==> config.mk <==
export PLATFORM = sky130hd
export DESIGN_NAME = mpu_region_table
export DESIGN_NICKNAME = d
export VERILOG_FILES = /design/src/rtl/mpu_region_table.sv
export SDC_FILE = /design/constraint.sdc
export NUM_CORES = 2
export LEC_CHECK = 0
export ABC_CLOCK_PERIOD_IN_PS = 17130
export BUFFER_PORTS_ARGS = -buffer_cell sky130_fd_sc_hd__buf_2
export CAP_MARGIN = 20
export CORE_MARGIN = 2
export CORE_UTILIZATION = 25
export DETAILED_ROUTE_END_ITERATION = 6
export SLEW_MARGIN = 20
export SYNTH_ARGS = -nofsm -noshare
export SYNTH_HDL_FRONTEND = slang
export SYNTH_SLANG_ARGS = --single-unit
export TNS_END_PERCENT = 1
==> constraint.sdc <==
create_clock -name clk -period 17.13 [get_ports clk]
set_input_delay 0.8565 -clock clk [delete_from_list [all_inputs] [get_ports clk]]
set_output_delay 0.8565 -clock clk [all_outputs]
set_load 0.02 [all_outputs]
==> src/rtl/mpu_region_table.sv <==
// MPU region table: programmable region store with sticky lock and registered
// Harvard-aware permission checks for the fetch and data ports (default-deny).
module mpu_region_table #(
    parameter int NREG = 8,
    parameter int IDXW = 3
) (
    input  logic            clk,
    input  logic            rst,
    input  logic            mpu_prog_en,
    input  logic [IDXW-1:0] mpu_prog_idx,
    input  logic [31:0]     mpu_prog_base,
    input  logic [31:0]     mpu_prog_limit,
    input  logic [2:0]      mpu_prog_perm,
    input  logic            mpu_prog_user_ok,
    input  logic            mpu_prog_is_ispace,
    input  logic            lock_set,
    output logic            locked,
    output logic            prog_err,
    input  logic            if_req,
    input  logic [31:0]     if_addr,
    input  logic            if_user,
    output logic            if_rsp_valid,
    output logic            if_fault,
    output logic [1:0]      if_cause,
    output logic [IDXW-1:0] if_region,
    input  logic            d_req,
    input  logic [31:0]     d_addr,
    input  logic            d_we,
    input  logic            d_user,
    output logic            d_rsp_valid,
    output logic            d_fault,
    output logic [1:0]      d_cause,
    output logic [IDXW-1:0] d_region
);

    localparam logic [31:0] NREG_W = 32'(NREG);

    localparam logic [1:0] CAUSE_OK    = 2'd0;
    localparam logic [1:0] CAUSE_NONE  = 2'd1;
    localparam logic [1:0] CAUSE_PERM  = 2'd2;
    localparam logic [1:0] CAUSE_USER  = 2'd3;

    logic [NREG-1:0] valid_r;
    logic [NREG-1:0] user_ok_r;
    logic [NREG-1:0] ispace_r;
    logic [31:0]     base_r  [NREG];
    logic [31:0]     limit_r [NREG];
    logic [2:0]      perm_r  [NREG];

    logic            locked_r;
    logic            prog_err_r;
    logic            prog_reject_s;
    logic            prog_accept_s;

    logic [NREG-1:0] if_match_s;
    logic [NREG-1:0] d_match_s;
    logic            if_hit_s;
    logic            d_hit_s;
    logic [IDXW-1:0] if_idx_s;
    logic [IDXW-1:0] d_idx_s;
    logic [1:0]      if_cause_s;
    logic [1:0]      d_cause_s;

    logic            if_rsp_valid_r;
    logic [1:0]      if_cause_r;
    logic [IDXW-1:0] if_region_r;
    logic            d_rsp_valid_r;
    logic [1:0]      d_cause_r;
    logic [IDXW-1:0] d_region_r;

    // Lowest set bit wins: returns {hit, index}, index 0 when nothing is set.
    function automatic logic [IDXW:0] pick_lowest(input logic [NREG-1:0] m);
        logic [IDXW:0] r;
        r = '0;
        for (int i = NREG - 1; i >= 0; i--) begin
            if (m[i]) begin
                r = {1'b1, IDXW'(i)};
            end
        end
        return r;
    endfunction

    // A pending lock in the same cycle already blocks the write.
    always_comb begin
        prog_reject_s = locked_r | lock_set
                      | ({{(32-IDXW){1'b0}}, mpu_prog_idx} >= NREG_W)
                      | (mpu_prog_perm[2] & mpu_prog_perm[1]);
        prog_accept_s = mpu_prog_en & ~prog_reject_s;
    end

    // Region table storage.
    always_ff @(posedge clk or posedge rst) begin
        if (rst) begin
            valid_r   <= '0;
            user_ok_r <= '0;
            ispace_r  <= '0;
            for (int i = 0; i < NREG; i++) begin
                base_r[i]  <= 32'h0;
                limit_r[i] <= 32'h0;
                perm_r[i]  <= 3'b000;
            end
        end else begin
            for (int i = 0; i < NREG; i++) begin
                if (prog_accept_s && (mpu_prog_idx == IDXW'(i))) begin
                    valid_r[i]   <= 1'b1;
                    user_ok_r[i] <= mpu_prog_user_ok;
                    ispace_r[i]  <= mpu_prog_is_ispace;
                    base_r[i]    <= mpu_prog_base;
                    limit_r[i]   <= mpu_prog_limit;
                    perm_r[i]    <= mpu_prog_perm;
                end
            end
        end
    end

    // Sticky lock and write-rejection pulse.
    always_ff @(posedge clk or posedge rst) begin
        if (rst) begin
            locked_r   <= 1'b0;
            prog_err_r <= 1'b0;
        end else begin
            locked_r   <= locked_r | lock_set;
            prog_err_r <= mpu_prog_en & prog_reject_s;
        end
    end

    // Per-entry address match; base > limit can never satisfy both bounds.
    always_comb begin
        if_match_s = '0;
        d_match_s  = '0;
        for (int i = 0; i < NREG; i++) begin
            if_match_s[i] = valid_r[i] & ispace_r[i]
                          & (base_r[i] <= if_addr) & (if_addr <= limit_r[i]);
            d_match_s[i]  = valid_r[i] & ~ispace_r[i]
                          & (base_r[i] <= d_addr) & (d_addr <= limit_r[i]);
        end
        {if_hit_s, if_idx_s} = pick_lowest(if_match_s);
        {d_hit_s, d_idx_s}   = pick_lowest(d_match_s);
    end

    // Fetch permission check on the winning entry.
    always_comb begin
        if_cause_s = CAUSE_OK;
        if (!if_hit_s) begin
            if_cause_s = CAUSE_NONE;
        end else if (!perm_r[if_idx_s][2]) begin
            if_cause_s = CAUSE_PERM;
        end else if (if_user && !user_ok_r[if_idx_s]) begin
            if_cause_s = CAUSE_USER;
        end else begin
            if_cause_s = CAUSE_OK;
        end
    end

    // Data permission check: stores need W, loads need R.
    always_comb begin
        d_cause_s = CAUSE_OK;
        if (!d_hit_s) begin
            d_cause_s = CAUSE_NONE;
        end else if (d_we ? !perm_r[d_idx_s][1] : !perm_r[d_idx_s][0]) begin
            d_cause_s = CAUSE_PERM;
        end else if (d_user && !user_ok_r[d_idx_s]) begin
            d_cause_s = CAUSE_USER;
        end else begin
            d_cause_s = CAUSE_OK;
        end
    end

    // Response registers; result fields hold when no request is presented.
    always_ff @(posedge clk or posedge rst) begin
        if (rst) begin
            if_rsp_valid_r <= 1'b0;
            if_cause_r     <= 2'd0;
            if_region_r    <= '0;
            d_rsp_valid_r  <= 1'b0;
            d_cause_r      <= 2'd0;
            d_region_r     <= '0;
        end else begin
            if_rsp_valid_r <= if_req;
            d_rsp_valid_r  <= d_req;
            if (if_req) begin
                if_cause_r  <= if_cause_s;
                if_region_r <= if_idx_s;
            end
            if (d_req) begin
                d_cause_r  <= d_cause_s;
                d_region_r <= d_idx_s;
            end
        end
    end

    assign locked       = locked_r;
    assign prog_err     = prog_err_r;
    assign if_rsp_valid = if_rsp_valid_r;
    assign if_fault     = (if_cause_r != CAUSE_OK);
    assign if_cause     = if_cause_r;
    assign if_region    = if_region_r;
    assign d_rsp_valid  = d_rsp_valid_r;
    assign d_fault      = (d_cause_r != CAUSE_OK);
    assign d_cause      = d_cause_r;
    assign d_region     = d_region_r;

endmodule

==> flow_summary.json <==
{
  "run_status": "completed",
  "initial_utilization_pct": 25.1,
  "post_cts_resized": 0,
  "number_of_remaining_drc_errors": 0,
  "clock_tree_sinks": 574,
  "path_class": "in -> reg",
  "synth_async_sr_flop_share_pct": 100,
  "synth-edff-count": 0,
  "grt-ovfl-total": 0,
  "cts.reportedPaths.clkPinSlew_ns": 0.06,
  "finalCritPeriodShare_pct": 32.2,
  "slew-limit-headroom_pct": 12.0,
  "die_outline_area_um2": 184000,
  "synth_area_leaders": "sky130_fd_sc_hd__dfrtp_1 32%, sky130_fd_sc_hd__ha_1 28%, sky130_fd_sc_hd__mux2_2 13%, sky130_fd_sc_hd__a21oi_1 4.1%, sky130_fd_sc_hd__inv_1 3.0%",
  "syn_inst": 4355,
  "power.combinational.fraction_pct": 15.4,
  "dp_hpwl_um": 138000,
  "ir_worst_vdd_v": 0.0000706,
  "route.final.wire_length_um": 172000,
  "power.share.sequential_pct": 40.1,
  "area_delta_synth_final_pct": 13.6,
  "route.vias.total": 37000,
  "num-fill-cells": 18600,
  "root_buffer": "sky130_fd_sc_hd__clkbuf_16",
  "gp_congestion": 0.967,
  "worst-endpoint-required_ns": 17.71,
  "row_count": 156,
  "post_cts.repair.setup_buffers": 0,
  "p_sw_mw": 1.02,
  "worstSetupEndpointType": "register",
  "cts.path.max_buffers": 3,
  "final_antenna_net_count": 0,
  "io_buffer_count": 160,
  "synth-main-ff-cell": "sky130_fd_sc_hd__dfrtp_1",
  "total_leakage_power_nw": 25.5,
  "routedWlPerCell_um": 24.7,
  "fin_cells": 6969,
  "synth.yosys.seq_area_share_pct": 31.8,
  "synthesis.area_um2": 45200,
  "cts-htree-levels": 3,
  "netlist.area_leader.share_pct": 31.8,
  "clkPwrFrac_pct": 44.5,
  "yosysMostFrequentCell": "sky130_fd_sc_hd__ha_1",
  "finClkSkew_ns": 0.0214,
  "drt_first_iter_violations": 3351,
  "antenna_found_initial": 40,
  "floorplan.io_pins": 161,
  "synth_area_leader": "sky130_fd_sc_hd__dfrtp_1",
  "max_freq_ghz": 0.181,
  "synth-warning-count": 0,
  "grt.total_usage_pct": 18.3,
  "synth.ff_latch_count": 574,
  "power_per_cell_area_nw_per_um2": 68.5,
  "worst_ep_arrival_time_ns": 6.09,
  "finalHoldViolations": 0,
  "finalPower_mw": 3.52,
  "met2_usage_pct": 28.4,
  "core-area_um2": 180000,
  "synth_cell_types": 81,
  "net_count_of_the_mapped_netlist": 5524,
  "final.min_clock_period_ns": 5.51,
  "syn-mean-instance-area_um2": 10.4,
  "clock_insertion_delay_at_the_later_pin_of_the_skew_report_ns": 0.67,
  "synth_top_cells_by_count": "1,024 x sky130_fd_sc_hd__ha_1, 574 x sky130_fd_sc_hd__dfrtp_1, 527 x sky130_fd_sc_hd__mux2_2",
  "drv.max_cap_violation_count": 0,
  "nNetsFinal": 5717,
  "worst-slew-pin-transition_ns": 1.29,
  "post_cts_hold_buffer_count": 0,
  "min-delay-path-class": "in -> async",
  "setup_viol": 0,
  "drv_slew": 0,
  "grt_use_met3_pct": 2.62,
  "number_of_global_route_vias_before_repair": 35200,
  "critical_path_peak_fanout": 10,
  "first_pass_grt_wire_length_um": 249000,
  "top_usage_layer": "met2",
  "drt_pre_antenna_iters": 5,
  "number_of_placed_cells_counting_well_taps": 6848,
  "tritoncts": "yes",
  "grt_util_met1_pct": 25.6,
  "timing.setup.tns_ns": 0,
  "post_drt_via_cell_ratio": 5.31,
  "worstSetupStartpointType": "input pin",
  "die_x_um": 429,
  "cts_made_buffers": 68,
  "p_int_mw": 2.50,
  "p_sw_share_pct": 29.0,
  "drive_above_1_share_pct": 18.7,
  "die-height_um": 429,
  "pin_count_of_the_biggest_net_entering_global_routing": 148,
  "rsz_0062_raised_after_global_routing": "false"
}
stage by stage:
| stage | util, % | cell area (um2) | setup slack, ns | hold WS, ns |
|---|---|---|---|---|
| after floorplan | - | 45200 | 0.216 | 0.454 |
| after detailed placement | 27.2 | 49000 | 11.09 | 0.480 |
| after global routing | 28.5 | 51400 | 11.37 | 0.383 |
| final | 28.5 | 51400 | 11.62 | 0.306 |
| after global placement | 27.2 | 49000 | 10.89 | 0.461 |
| after CTS | 28.5 | 51300 | 11.73 | 0.342 |
path summary, 6_finish.rpt:
path,start,to,slack [ns],cells after the start
hold reg to reg,valid_r[6],valid_r[6],0.50,1
max in group asynchronous,rst,limit_r[14],14.55,4
setup reg to reg,limit_r[27],d_cause[1],11.96,14
hold / removal,rst,base_r[0],0.31,2
setup / recovery,if_addr[27],if_cause[0],11.62,13
min in group clk,d_req,d_rsp_valid,0.41,1
cell type report:
cell class                 count  area, um2  share of cell area (%)
antenna                        7       17.5                  0.0341
clock buffer                  88       1960                    3.81
clock inverter                26        377                   0.733
inverter                     367       1390                    2.70
multi-input combinational   3349      29300                    57.0
sequential                   574      14400                    28.0
tap                         2370       2970                    5.77
timing repair buffer         188       1020                    1.99
power groups by stage:
stage	clock network, mW	logic, mW	registers (mW)
CTS	1.59	0.534	1.41
finish	1.57	0.541	1.41
global placement	0	0.514	1.43
floorplan	0	0.314	1.43
global route	1.65	0.604	1.41
detailed placement	0	0.531	1.44
registers in the layout, summed over array words and instances (netlist names), 2 cells and up:
signal     cells
perm_r        24
d_region       3
if_region      3
d_cause        2
limit_r      256
ispace_r       8
base_r       256
if_cause       2
user_ok_r      8
valid_r        8
cells by family after synthesis:
| kind of cell | count (synthesis) | synth area share, % |
|---|---|---|
| adder cells (fa/ha/maj) | 1024 | 28.3 |
| AO/OA/AOI/OAI | 934 | 13.0 |
| AND/OR/NAND/NOR | 856 | 10.0 |
| flip-flops | 574 | 31.8 |
| multiplexers | 535 | 13.3 |
| buffers and inverters | 432 | 3.61 |
per-layer routing:
| layer | share of wire (%) | up-vias | routed length, um |
|---|---|---|---|
| met5 | 0.0093 | - | 16 |
| met3 | 6.6 | 306 | 11300 |
| met2 | 44 | 1358 | 76200 |
| met4 | 3.7 | 2 | 6360 |
| li1 | - | 16800 | - |
| met1 | 46 | 18500 | 78500 |
cells in the final DEF, fill, tap and decap left out, types with 94 or more instances in the layout:
cell type and count:
sky130_fd_sc_hd__a21o_1 94, sky130_fd_sc_hd__a21oi_1 372, sky130_fd_sc_hd__buf_2 161, sky130_fd_sc_hd__dfrtp_1 574
sky130_fd_sc_hd__ha_1 1024, sky130_fd_sc_hd__inv_1 366, sky130_fd_sc_hd__mux2_2 527, sky130_fd_sc_hd__nand2_1 233
sky130_fd_sc_hd__nand4_1 184, sky130_fd_sc_hd__o21ai_0 183
critical path, stage by stage:
cell	delay, ns
sky130_fd_sc_hd__buf_2	0.25
sky130_fd_sc_hd__inv_1	0.27
sky130_fd_sc_hd__ha_1	0.40
sky130_fd_sc_hd__nand4_1	0.24
sky130_fd_sc_hd__nor4_1	0.94
sky130_fd_sc_hd__nand3_1	0.19
sky130_fd_sc_hd__a2111oi_0	0.93
sky130_fd_sc_hd__and2b_4	0.31
sky130_fd_sc_hd__a211oi_4	0.50
sky130_fd_sc_hd__mux2_2	0.40
sky130_fd_sc_hd__or3_1	0.33
sky130_fd_sc_hd__a31o_2	0.24
sky130_fd_sc_hd__a211oi_1	0.23
No activity file was read; power rests on OpenSTA's default activity.
